`config.mk`:
```
export PLATFORM = sky130hd
export DESIGN_NAME = ppu_vram_resp
export DESIGN_NICKNAME = d
export VERILOG_FILES = /design/src/rtl/ppu_pkg.sv /design/src/rtl/ppu_pal_ram.sv /design/src/rtl/ppu_vram_resp.sv
export SDC_FILE = /design/constraint.sdc
export NUM_CORES = 1
export LEC_CHECK = 0
export ABC_AREA = 1
export ABC_CLOCK_PERIOD_IN_PS = 6600
export CAP_MARGIN = 30
export CORE_MARGIN = 3
export CORE_UTILIZATION = 50
export DETAILED_ROUTE_END_ITERATION = 6
export PLACE_DENSITY_LB_ADDON = 0.12
export SLEW_MARGIN = 40
export SYNTH_ARGS = -nofsm -noshare
export SYNTH_HDL_FRONTEND = slang
export SYNTH_SLANG_ARGS = --single-unit
export TNS_END_PERCENT = 30
```
`constraint.sdc`:
```
create_clock -name clk_in -period 6.6 [get_ports clk_in]
set_clock_uncertainty 0.2 [all_clocks]
set_input_delay 1.65 -clock clk_in [delete_from_list [all_inputs] [get_ports clk_in]]
set_output_delay 1.65 -clock clk_in [all_outputs]
set_load 0.005 [all_outputs]
```
`src/rtl/ppu_pkg.sv`:
```
// Shared definitions for the PPU VRAM responder: mirroring modes, address map,
// slot FSM states and the address-decode helpers.
package ppu_pkg;

  localparam logic [1:0] MIR_HORIZ    = 2'd0;
  localparam logic [1:0] MIR_VERT     = 2'd1;
  localparam logic [1:0] MIR_SINGLE_A = 2'd2;
  localparam logic [1:0] MIR_SINGLE_B = 2'd3;

  localparam logic [13:0] NT_BASE  = 14'h2000;
  localparam logic [13:0] PAL_BASE = 14'h3F00;

  typedef enum logic [1:0] {
    REG_CHR = 2'd0,
    REG_NT  = 2'd1,
    REG_PAL = 2'd2
  } region_t;

  typedef enum logic [1:0] {
    ST_IDLE  = 2'd0,
    ST_PEND  = 2'd1,
    ST_ISSUE = 2'd2
  } slot_st_t;

  function automatic region_t addr_region(input logic [13:0] a);
    region_t r;
    if (a < NT_BASE)
      r = REG_CHR;
    else if (a < PAL_BASE)
      r = REG_NT;
    else
      r = REG_PAL;
    return r;
  endfunction

  // $3000-$3EFF folds onto $2000-$2EFF because only a[11:0] reaches the mirroring logic.
  function automatic logic [10:0] nt_addr(input logic [13:0] a, input logic [1:0] mirror);
    logic [10:0] r;
    case (mirror)
      MIR_HORIZ:    r = {a[11], a[9:0]};
      MIR_VERT:     r = {a[10], a[9:0]};
      MIR_SINGLE_A: r = {1'b0, a[9:0]};
      default:      r = {1'b1, a[9:0]};
    endcase
    return r;
  endfunction

endpackage

```
`src/rtl/ppu_pal_ram.sv`:
```
// 32-entry palette register file; sprite backdrop entries alias the background ones.
module ppu_pal_ram
  import ppu_pkg::*;
#(
  parameter int PAL_W = 6
) (
  input  logic             clk_in,
  input  logic             rst_n_in,
  input  logic             we_in,
  input  logic [4:0]       wa_in,
  input  logic [PAL_W-1:0] wd_in,
  input  logic [4:0]       ra_in,
  output logic [PAL_W-1:0] rd_out
);

  logic [PAL_W-1:0] mem [32];

  function automatic logic [4:0] pal_idx(input logic [4:0] a);
    return (a[1:0] == 2'b00) ? {1'b0, a[3:0]} : a;
  endfunction

  always_ff @(posedge clk_in or negedge rst_n_in) begin
    if (!rst_n_in) begin
      for (int i = 0; i < 32; i++)
        mem[i] <= '0;
    end else if (we_in) begin
      mem[pal_idx(wa_in)] <= wd_in;
    end
  end

  assign rd_out = mem[pal_idx(ra_in)];

endmodule

```
`src/rtl/ppu_vram_resp.sv`:
```
// PPU VRAM responder: arbitrates render fetches and the CPU $2007 slot onto CIRAM,
// CHR and palette RAM, and implements the $2007 read buffer.
module ppu_vram_resp
  import ppu_pkg::*;
#(
  parameter int PAL_W = 6
) (
  input  logic        clk_in,
  input  logic        rst_n_in,
  input  logic [1:0]  mirror_in,
  input  logic [13:0] rd_a_in,
  input  logic        rd_en_in,
  output logic [7:0]  rd_d_out,
  input  logic [13:0] ri_a_in,
  input  logic        ri_rd_in,
  input  logic        ri_wr_in,
  input  logic [7:0]  ri_d_in,
  output logic [7:0]  ri_d_out,
  output logic        ri_busy_out,
  output logic [10:0] ciram_a_out,
  output logic        ciram_we_out,
  output logic [7:0]  ciram_d_out,
  input  logic [7:0]  ciram_d_in,
  output logic [12:0] chr_a_out,
  output logic        chr_we_out,
  output logic [7:0]  chr_d_out,
  input  logic [7:0]  chr_d_in
);

  slot_st_t         st;
  logic [13:0]      slot_a;
  logic [7:0]       slot_d;
  logic             slot_wr;
  logic             slot_load;

  logic             issue;
  logic             acc_act;
  logic [13:0]      acc_a;
  logic [13:0]      acc_shadow_a;
  region_t          acc_rgn;
  logic             pal_we;
  logic [PAL_W-1:0] pal_rd;

  logic             rd_vld_p1;
  logic             cpu_vld_p1;
  region_t          rgn_p1;
  logic [PAL_W-1:0] pal_p1;
  logic [7:0]       src_p1;
  logic [7:0]       rd_hold;
  logic [7:0]       rbuf;

  // ---- stage p0: one address onto the memories per cycle, CPU slot only in ISSUE
  assign issue        = (st == ST_ISSUE);
  assign acc_a        = issue ? slot_a : rd_a_in;
  assign acc_act      = issue | rd_en_in;
  assign acc_rgn      = addr_region(acc_a);
  assign acc_shadow_a = acc_a - 14'h1000;
  assign slot_load    = (st == ST_IDLE) && (ri_rd_in || ri_wr_in);

  always_comb begin
    ciram_a_out  = '0;
    ciram_we_out = 1'b0;
    ciram_d_out  = '0;
    chr_a_out    = '0;
    chr_we_out   = 1'b0;
    chr_d_out    = '0;
    pal_we       = 1'b0;
    if (acc_act) begin
      case (acc_rgn)
        REG_CHR: begin
          chr_a_out = acc_a[12:0];
          if (issue && slot_wr) begin
            chr_we_out = 1'b1;
            chr_d_out  = slot_d;
          end
        end
        REG_NT: begin
          ciram_a_out = nt_addr(acc_a, mirror_in);
          if (issue && slot_wr) begin
            ciram_we_out = 1'b1;
            ciram_d_out  = slot_d;
          end
        end
        REG_PAL: begin
          if (issue && slot_wr)
            pal_we = 1'b1;
          else if (issue)
            ciram_a_out = nt_addr(acc_shadow_a, mirror_in);
        end
        default: ;
      endcase
    end
  end

  ppu_pal_ram #(.PAL_W(PAL_W)) u_pal (
    .clk_in   (clk_in),
    .rst_n_in (rst_n_in),
    .we_in    (pal_we),
    .wa_in    (slot_a[4:0]),
    .wd_in    (slot_d[PAL_W-1:0]),
    .ra_in    (acc_a[4:0]),
    .rd_out   (pal_rd)
  );

  always_ff @(posedge clk_in or negedge rst_n_in) begin
    if (!rst_n_in) begin
      st          <= ST_IDLE;
      ri_busy_out <= 1'b0;
      rd_vld_p1   <= 1'b0;
      cpu_vld_p1  <= 1'b0;
    end else begin
      rd_vld_p1  <= rd_en_in && !issue;
      cpu_vld_p1 <= issue && !slot_wr;
      case (st)
        ST_IDLE: begin
          if (slot_load) begin
            st          <= ST_PEND;
            ri_busy_out <= 1'b1;
          end
        end
        ST_PEND: begin
          if (!rd_en_in)
            st <= ST_ISSUE;
        end
        default: begin
          st          <= ST_IDLE;
          ri_busy_out <= 1'b0;
        end
      endcase
    end
  end

  // Requests arriving while busy never load the slot; write wins when both strobes fire.
  always_ff @(posedge clk_in) begin
    if (slot_load) begin
      slot_a  <= ri_a_in;
      slot_d  <= ri_d_in;
      slot_wr <= ri_wr_in;
    end
    rgn_p1 <= acc_rgn;
    pal_p1 <= pal_rd;
  end

  // ---- stage p1: synchronous memory data returns, select source and update buffers
  always_comb begin
    case (rgn_p1)
      REG_CHR: src_p1 = chr_d_in;
      REG_NT:  src_p1 = ciram_d_in;
      default: src_p1 = 8'(pal_p1);
    endcase
  end

  assign rd_d_out = rd_vld_p1 ? src_p1 : rd_hold;

  always_ff @(posedge clk_in or negedge rst_n_in) begin
    if (!rst_n_in) begin
      rd_hold  <= '0;
      ri_d_out <= '0;
      rbuf     <= '0;
    end else begin
      if (rd_vld_p1)
        rd_hold <= src_p1;
      if (cpu_vld_p1) begin
        // Palette reads bypass the buffer; the buffer picks up the nametable byte underneath.
        if (rgn_p1 == REG_PAL) begin
          ri_d_out <= 8'(pal_p1);
          rbuf     <= ciram_d_in;
        end else begin
          ri_d_out <= rbuf;
          rbuf     <= src_p1;
        end
      end
    end
  end

endmodule
```
# After elaboration in Yosys (flattened, before gate mapping)
# Index checks and enable logic that the tools add are counted.
[word_totals]
register_bits = 252
inputBits = 59
[op_classes]
add_sub_neg = 1
n_lt_le_gt_ge = 5
eq_ne = 10
n_mux = 40
bitwise_logic = 4
reduce_logical = 16
[op_table]
columns = ["operator", "count"]
rows = [
  ["$bwmux W192", 1],
  ["$pmux W11 S3", 2],
  ["$mux W8", 8],
  ["$mux W11", 3],
  ["$bmux W6 S5", 1],
  ["$demux W6 S5", 1],
  ["$lt A14 B14 Y1 const B", 2],
  ["$mux W13", 2],
  ["$pmux W11 S2", 1],
  ["$mux W6", 3],
  ["$pmux W8 S2", 1],
  ["$mux W14", 1],
  ["$ge A6 B6 Y1 const B", 2],
  ["$logic_not A2 Y1", 6],
  ["$not A5 Y6", 2],
  ["$sub A12 B1 Y12 const B", 1],
  ["$mux W5", 2],
  ["$eq A2 B1 Y1 const B", 4],
  ["$eq A2 B2 Y1 const B", 4],
  ["$mux W1", 8],
  ["$mux W2", 4],
  ["$lt A6 B1 Y1 const B", 1],
  ["$logic_and A1 B1 Y1", 5],
  ["$ne A2 B2 Y1 const B", 2],
  ["7 further kinds", 9],
]

# Longest topological paths before layout
# Gate-level depths: netlist (run 1).
[depth]
ltp_word = 8
depth_mapped = 15
depth_no_buf = 12

# Hierarchy
# From an unflattened synthesis (run 1), not the netlist that was laid out.
[hier_totals]
cells_unflattened = 1628
hier_area_um2 = 12630.9
[by_module_without_submodules]
columns = ["module", "instances", "cells_per_inst", "area_per_inst_um2", "seq_area_each_um2"]
rows = [
  ["ppu_pal_ram", 1, 1272, 9579.2, 4804.6],
  ["ppu_vram_resp", 1, 356, 3051.7, 1576.5],
]

# Worst setup path after synthesis (run 1)
# Ideal clock, no wire load.
[synth_path]
kind = "input -> output"
from = "input rd_a_in[12]"
to = "output ciram_a_out[0]"
arrival_time_ns = 2.600
t_required_ns = 4.750
slack_ns = 2.150
stages = 6
cell_sequence = "o21ai_0 nor2_1 nand2_2 buf_1 nand3_1 a21oi_1"
[synth_between]
elab_chain_len = 7
[synth_rtl]
columns = ["element", "line_no", "rtl"]
rows = [
  ["start, declared", "ppu_vram_resp.sv:11", "input logic [13:0] rd_a_in,"],
  ["$mux W14 *", "ppu_vram_resp.sv:54", "assign acc_a = issue ? slot_a : rd_a_in;"],
  ["$lt A14 B14 Y1", "ppu_pkg.sv:29", "else if (a < PAL_BASE)"],
  ["$mux W2", "ppu_pkg.sv:29", ""],
  ["$mux W2 *", "ppu_pkg.sv:27", "if (a < NT_BASE)"],
  ["$eq A2 B2 Y1 / $eq A2 B1 Y1 (equally long branches)", "ppu_vram_resp.sv:69", "case (acc_rgn)"],
  ["$pmux W11 S2 *", "ppu_vram_resp.sv:69", ""],
  ["$mux W11 *", "ppu_vram_resp.sv:68", "if (acc_act) begin"],
  ["end, declared", "ppu_vram_resp.sv:20", "output logic [10:0] ciram_a_out,"],
]
# Mark *: on every way between the ends. The rest lies on a longest branch, timed or not.

# Worst setup path after layout (run 1)
[layout_path]
from = "input rd_a_in[13]"
to = "output ciram_d_out[4]"
[layout_between]
elab_chain_len = 7
[layout_rtl]
columns = ["element", "line_no", "rtl"]
rows = [
  ["$mux W14 *", "ppu_vram_resp.sv:54", ""],
  ["$lt A14 B14 Y1", "ppu_pkg.sv:29", ""],
  ["$mux W2", "ppu_pkg.sv:29", ""],
  ["$mux W2 *", "ppu_pkg.sv:27", ""],
  ["named net acc_rgn[0]", "ppu_vram_resp.sv:40", "region_t acc_rgn;"],
  ["$eq A2 B1 Y1 *", "ppu_vram_resp.sv:69", ""],
  ["$mux W8 *", "ppu_vram_resp.sv:69", ""],
  ["$mux W8 *", "ppu_vram_resp.sv:68", ""],
  ["end, declared", "ppu_vram_resp.sv:22", "output logic [7:0] ciram_d_out,"],
]
# Mark *: on every way through the listed nets, which the timed path passes. The rest lies on a longest branch.

==> results.cfg, run 1 <==
[route]
dr.first_iter.drc_count = 1090
viasPerCell = 5.18
postRouteWirelength_um = 34500
num_vias = 10600
wl_met1_um = 15600
postRouteAntennaNets = 0
drc_errors = 0
wl_per_cell_um = 16.8
dr_wl_met2_um = 16000
drt-pass1-iter-count = 6
top_layer = met4
met3WireLength_um = 2020

[timing]
hold_ws_ns = 0.174
slew_headroom_pct = 43.1
final-hold-violation-count = 0
finalCritPeriodShare_pct = 87.7
worst_slew_pin_slew_ns = 0.845
fin_setup_tns_ns = 0
setup_ws_ns = 0.814
setup_viol = 0
final.min_clock_period_ns = 5.79
rsz0062_at_grt = false
max_freq_mhz = 173
slew_viol_final = 0

[cts]
clk_latency_ns = 0.54
cts_root_buffer = clkbuf_16
clk_pin_slew_ns = 0.06
cts.sink_count = 252
ctsResizeCount = 0
clock_path_buffers = 3
postCtsSetupBuffers = 0
htreeDepth = 1
hold_buffers = 0
cts-buffers-inserted = 28
cts_tree = yes

[synth]
syn_inst = 1662
ys_types = 30
netlist_top_cells_count = nand2_1, inv_1, dfrtp_1, nand3_1, o21ai_1
synth.top_cell.area_share_pct = 43.9
synth_warnings = 0
syn_area_per_cell_um2 = 7.57
synth-compound-area-share_pct = 9.12
synth_nets = 1721
synth-async-reset-ratio_pct = 87.7
muxShareOfSynthArea_pct = 0.537
synth_edf_count = 23
synthTopCellsByArea = dfrtp_1, nand2_1, nand3_1, inv_1, edfxtp_1
synth_top_family_by_area = simple AND/OR/NAND/NOR gates
synth_largest_area_cell = dfrtp_1
synth-simple-area-share_pct = 27.9
synth_xor_xnor_area_share_pct = 0
synth_seq_cells = 252
synth.most_common_cell = nand2_1
ys.flop_type = dfrtp_1
netlist_area_um2 = 12600
synth-seq-area-share_pct = 50.7
synthAdderAreaFrac_pct = 0

[worst_setup_path]
worstSetupPathType = in2out
worst_setup_path_end_kind = primary output
worstReg2RegStart = st[0]
r2r_slack_ns = 3.16
crit_start = rd_a_in[13]
rr_worst_depth = 12
startpoint_type = input port
reg2reg_to = u_pal.mem[80]
path_max_fanout = 13
crit_arrival_ns = 3.94
crit_required_ns = 4.75

[power]
p_per_area_nw_per_um2 = 322
pwr-share-comb_pct = 28.4
intPower_mw = 3.14
p_leak_nw = 6.96
max-vdd-ir-drop_v = 0.000368
p_sw_share_pct = 33.7
seqPwrFrac_pct = 38.0
p_total_mw = 4.74
p_clk_share_pct = 33.7
power.net_switching_mw = 1.60

[global_route]
grt_pass1_wl_um = 54700
overflow = 0
antenna_found_initial = 1
track_usage_pct = 25.7
grt_pass1_vias = 9829
grt_max_degree = 116

[hold_path]
holdPathStages = 0
hold_class = reg2reg
hold_end = u_pal.mem[92]
hold_start = u_pal.mem[92]

[cells_and_area]
final_net_count = 1764
final_cell_area_um2 = 14700
area.growth.synth_to_final_pct = 17.1
final_core_util_pct = 60.1
fin_cells = 2052
layout-drive-gt1-share_pct = 6.66

[floorplan]
initial_core_util_pct = 51.3
die_h_um = 165
ios = 118
num_rows = 57
coreArea_um2 = 24500
die_w_um = 165
die_area_um2 = 27100

[outcome]
outcome = completed

[placement]
place_congestion = 0.880
place_area_um2 = 13800
portBuffers = 117
dp_slack_ns = 0.835
dp.final_hpwl_um = 22000
dp.cells = 1998

[flow_run]
drv_cap = 0
per-layer routing:
layer  up-vias  global-route usage (%)
met3        59                    3.51
met1      4996                    37.8
li1       5255                       -
met4         0                    7.40
met5         -                       0
met2       321                    40.1
worst max-delay path by stage:
stage                endpoint  slack [ns]  cells after the start
2_1_floorplan  ciram_a_out[0]        2.15                      6
3_3_place_gp   ciram_d_out[6]        0.89                      9
3_5_place_dp   ciram_d_out[4]        0.83                      9
4_1_cts        ciram_d_out[4]        0.83                      9
5_1_grt        ciram_d_out[5]        0.56                      9
6_report       ciram_d_out[4]        0.81                      9
flip-flops by register name, indices dropped and copies added (netlist names), 2 cells and up:
| register | flops |
|---|---|
| pal_p1 | 6 |
| rbuf | 8 |
| rd_hold | 8 |
| rgn_p1 | 2 |
| ri_d_out | 8 |
| slot_a | 14 |
| slot_d | 8 |
| st | 2 |
| u_pal.mem | 192 |
layout by cell type (no fill, tap or decap), drive strengths merged, types with 22 or more instances in the layout:
master / count
a21oi: 22
clkbuf: 38
clkdlybuf4s50: 116
dfrtp: 221
edfxtp: 23
inv: 232
nand2: 528
nand3: 206
nor2: 89
o21ai: 179
worst max-delay path, cell delays in order:
cell             delay (ns)
clkdlybuf4s50_1        0.42
o21ai_2                0.25
nor2_1                 0.08
nand2_2                0.26
inv_1                  0.25
nor2_1                 0.18
nand2_1                0.19
nor2_1                 0.15
clkdlybuf4s50_1        0.51
cells by family (layout without fill, tap and decap cells):
logic type / after synthesis / count (layout)
AO/OA/AOI/OAI: 218 / 218
buffers and inverters: 357 / 422
flip-flops: 252 / 252
multiplexers: 6 / 6
other: 0 / 1
AND/OR/NAND/NOR: 829 / 829
power by group through the flow:
stage | Sequential (mW) | Clock [mW] | Combinational, mW
6_report | 1.80 | 1.60 | 1.34
5_1_grt | 1.82 | 1.70 | 1.49
2_1_floorplan | 1.80 | 0 | 0.775
3_5_place_dp | 1.83 | 0 | 1.34
4_1_cts | 1.80 | 1.63 | 1.35
3_3_place_gp | 1.82 | 0 | 1.33
area by class of cell:
cell class,count,area (um^2)
fillers,2307,9790
flip-flops and latches,252,6380
multi-input cells,1053,4760
repair buffers,136,1360
inverters,234,880
clock buffers,38,811
well taps,324,405
clock inverters,14,146
diodes,1,2.50
Power figures use the tool's default switching activity.
==> run 2: changes to the inputs <==
CORE_UTILIZATION = 52   (was 50)
==> run 2 against run 1 <==
Net effect:
- sequential share of layout area grew 0.13 points
- count of clock-buffer cells in the layout up 2
- via count increased by 0.45%
- total power fell by 0.11%
- register-to-register slack gained 0.02 ns
- core utilization rose by 2.2 points
- flip-flop and latch count stayed put
- clock power hardly changed
- cell count shrank 0.39%
- die area fell by 3.7%
- routed wire length down 0.71%
- fmax shrank 0.96%
- largest cell class unchanged
==> results.cfg, run 2 (same netlist as run 1, synthesis figures left out) <==
[outcome]
outcome = completed

[global_route]
grt_pass1_vias = 9852
track_usage_pct = 26.2
use_met3_pct = 3.98
grt_pass1_wl_um = 54600
grt.busiest_layer = met2
overflow = 0
gr-usage-met2_pct = 40.9
antenna_found_initial = 0
grt_use_met1_pct = 38.3
grt_max_degree = 91

[flow_run]
drv_cap = 0

[route]
postRouteWirelength_um = 34200
drt-pass1-iter-count = 6
postRouteAntennaNets = 0
drc_errors = 0
dr.first_iter.drc_count = 842
wl_per_cell_um = 16.7
viasPerCell = 5.22
num_vias = 10700

[floorplan]
die_h_um = 162
ios = 118
coreArea_um2 = 23600
num_rows = 56
die_area_um2 = 26100
die_w_um = 162
initial_core_util_pct = 53.3

[worst_setup_path]
crit_required_ns = 4.75
worstSetupPathType = in2out
crit_end = ciram_d_out[3]
worst_setup_path_end_kind = primary output
worstReg2RegStart = st[0]
reg2reg_to = u_pal.mem[84]
r2r_slack_ns = 3.18
crit_start = rd_a_in[13]
startpoint_type = input port
crit_arrival_ns = 3.99
path_max_fanout = 13
rr_worst_depth = 11

[cells_and_area]
diodes = 0
regArea_um2 = 6380
final_net_count = 1763
fin_cells = 2044
fillers = 2137
largest_reg_flops = 192
layout_commonest_cell = nand2_1
multi_input_area_um2 = 4760
layout-drive-gt1-share_pct = 6.38
final_cell_mix = nand2_1, inv_1, dfrtp_1, nand3_1, clkdlybuf4s50_1
reg.largest.list = u_pal.mem: 192 flops, slot_a: 14 flops
area.growth.synth_to_final_pct = 16.7
largest-register = u_pal.mem

[timing]
finalCritPeriodShare_pct = 88.5
fin_setup_tns_ns = 0
max_freq_mhz = 171
slew_headroom_pct = 49.7
setup_ws_ns = 0.758
rsz0062_at_grt = false
worst_slew_pin_slew_ns = 0.755
setup_viol = 0
slew_viol_final = 0
final-hold-violation-count = 0
final.min_clock_period_ns = 5.84

[placement]
place_congestion = 0.868
dp.cells = 1992
dp.final_hpwl_um = 22000
dp_slack_ns = 0.767
portBuffers = 117

[cts]
clk_latency_ns = 0.54
cts_root_buffer = clkbuf_16
postCtsSetupBuffers = 0
clk_pin_slew_ns = 0.06
cts.sink_count = 252
cts-buffers-inserted = 29
ctsResizeCount = 0
hold_buffers = 0
clock_path_buffers = 3
htreeDepth = 1
cts_tree = yes

[hold_path]
hold_class = reg2reg
holdPathStages = 0

[power]
p_leak_nw = 6.94
max-vdd-ir-drop_v = 0.000223
p_total_mw = 4.74
p_per_area_nw_per_um2 = 322
## run 2: area by class of cell
cell class	instances	area share, %
multi-input combinational	1053	32.4
inverter	234	5.99
tap	319	2.72
clock inverter	12	1.06
sequential	252	43.4
clock buffer	40	5.36
timing repair buffer	134	9.03
## run 2: how the worst min path moves through the flow
stage                    endpoint          start  slack [ns]
finish              u_pal.mem[42]  u_pal.mem[42]        0.18
global route        u_pal.mem[42]  u_pal.mem[42]        0.18
global placement    u_pal.mem[43]  u_pal.mem[43]        0.16
floorplan           u_pal.mem[18]  u_pal.mem[18]        0.23
CTS                 u_pal.mem[43]  u_pal.mem[43]        0.18
detailed placement  u_pal.mem[42]  u_pal.mem[42]        0.17
## run 2: layer usage
metal	wire, um	vias up
met5	0	-
met3	2000	62
met1	15500	5060
li1	-	5252
met4	1020	0
met2	15700	305
## run 2: through the flow
stage               cell area, um^2  utilization [%]  hold slack (ns)
finish                        14700             62.2            0.175
global route                  14700             62.2            0.184
CTS                           14700             62.2            0.181
detailed placement            13800             58.2            0.166
global placement              13700             58.1            0.165
floorplan                     12600                -            0.229
## run 2: critical path, stage by stage
cell and delay (ns):
clkdlybuf4s50_1 0.42, o21ai_2 0.27, nor2_1 0.09, nand2_2 0.26, inv_1 0.25, nor2_1 0.19, nand2_1 0.20, nor2_1 0.14
clkdlybuf4s50_1 0.52
## run 2: where the power goes
part / internal [mW] / leakage [nW] / switching (mW)
Clock: 0.981 / 0.461 / 0.613
Combinational: 0.447 / 3.18 / 0.891
Sequential: 1.72 / 3.30 / 0.0876
Total: 3.14 / 6.94 / 1.59
==> run 3: changes to the inputs <==
SETUP_SLACK_MARGIN = 0.3   (was unset)
==> results of run 3 <==
Same layout as run 2: the final DEF is identical, and so are final timing and power.
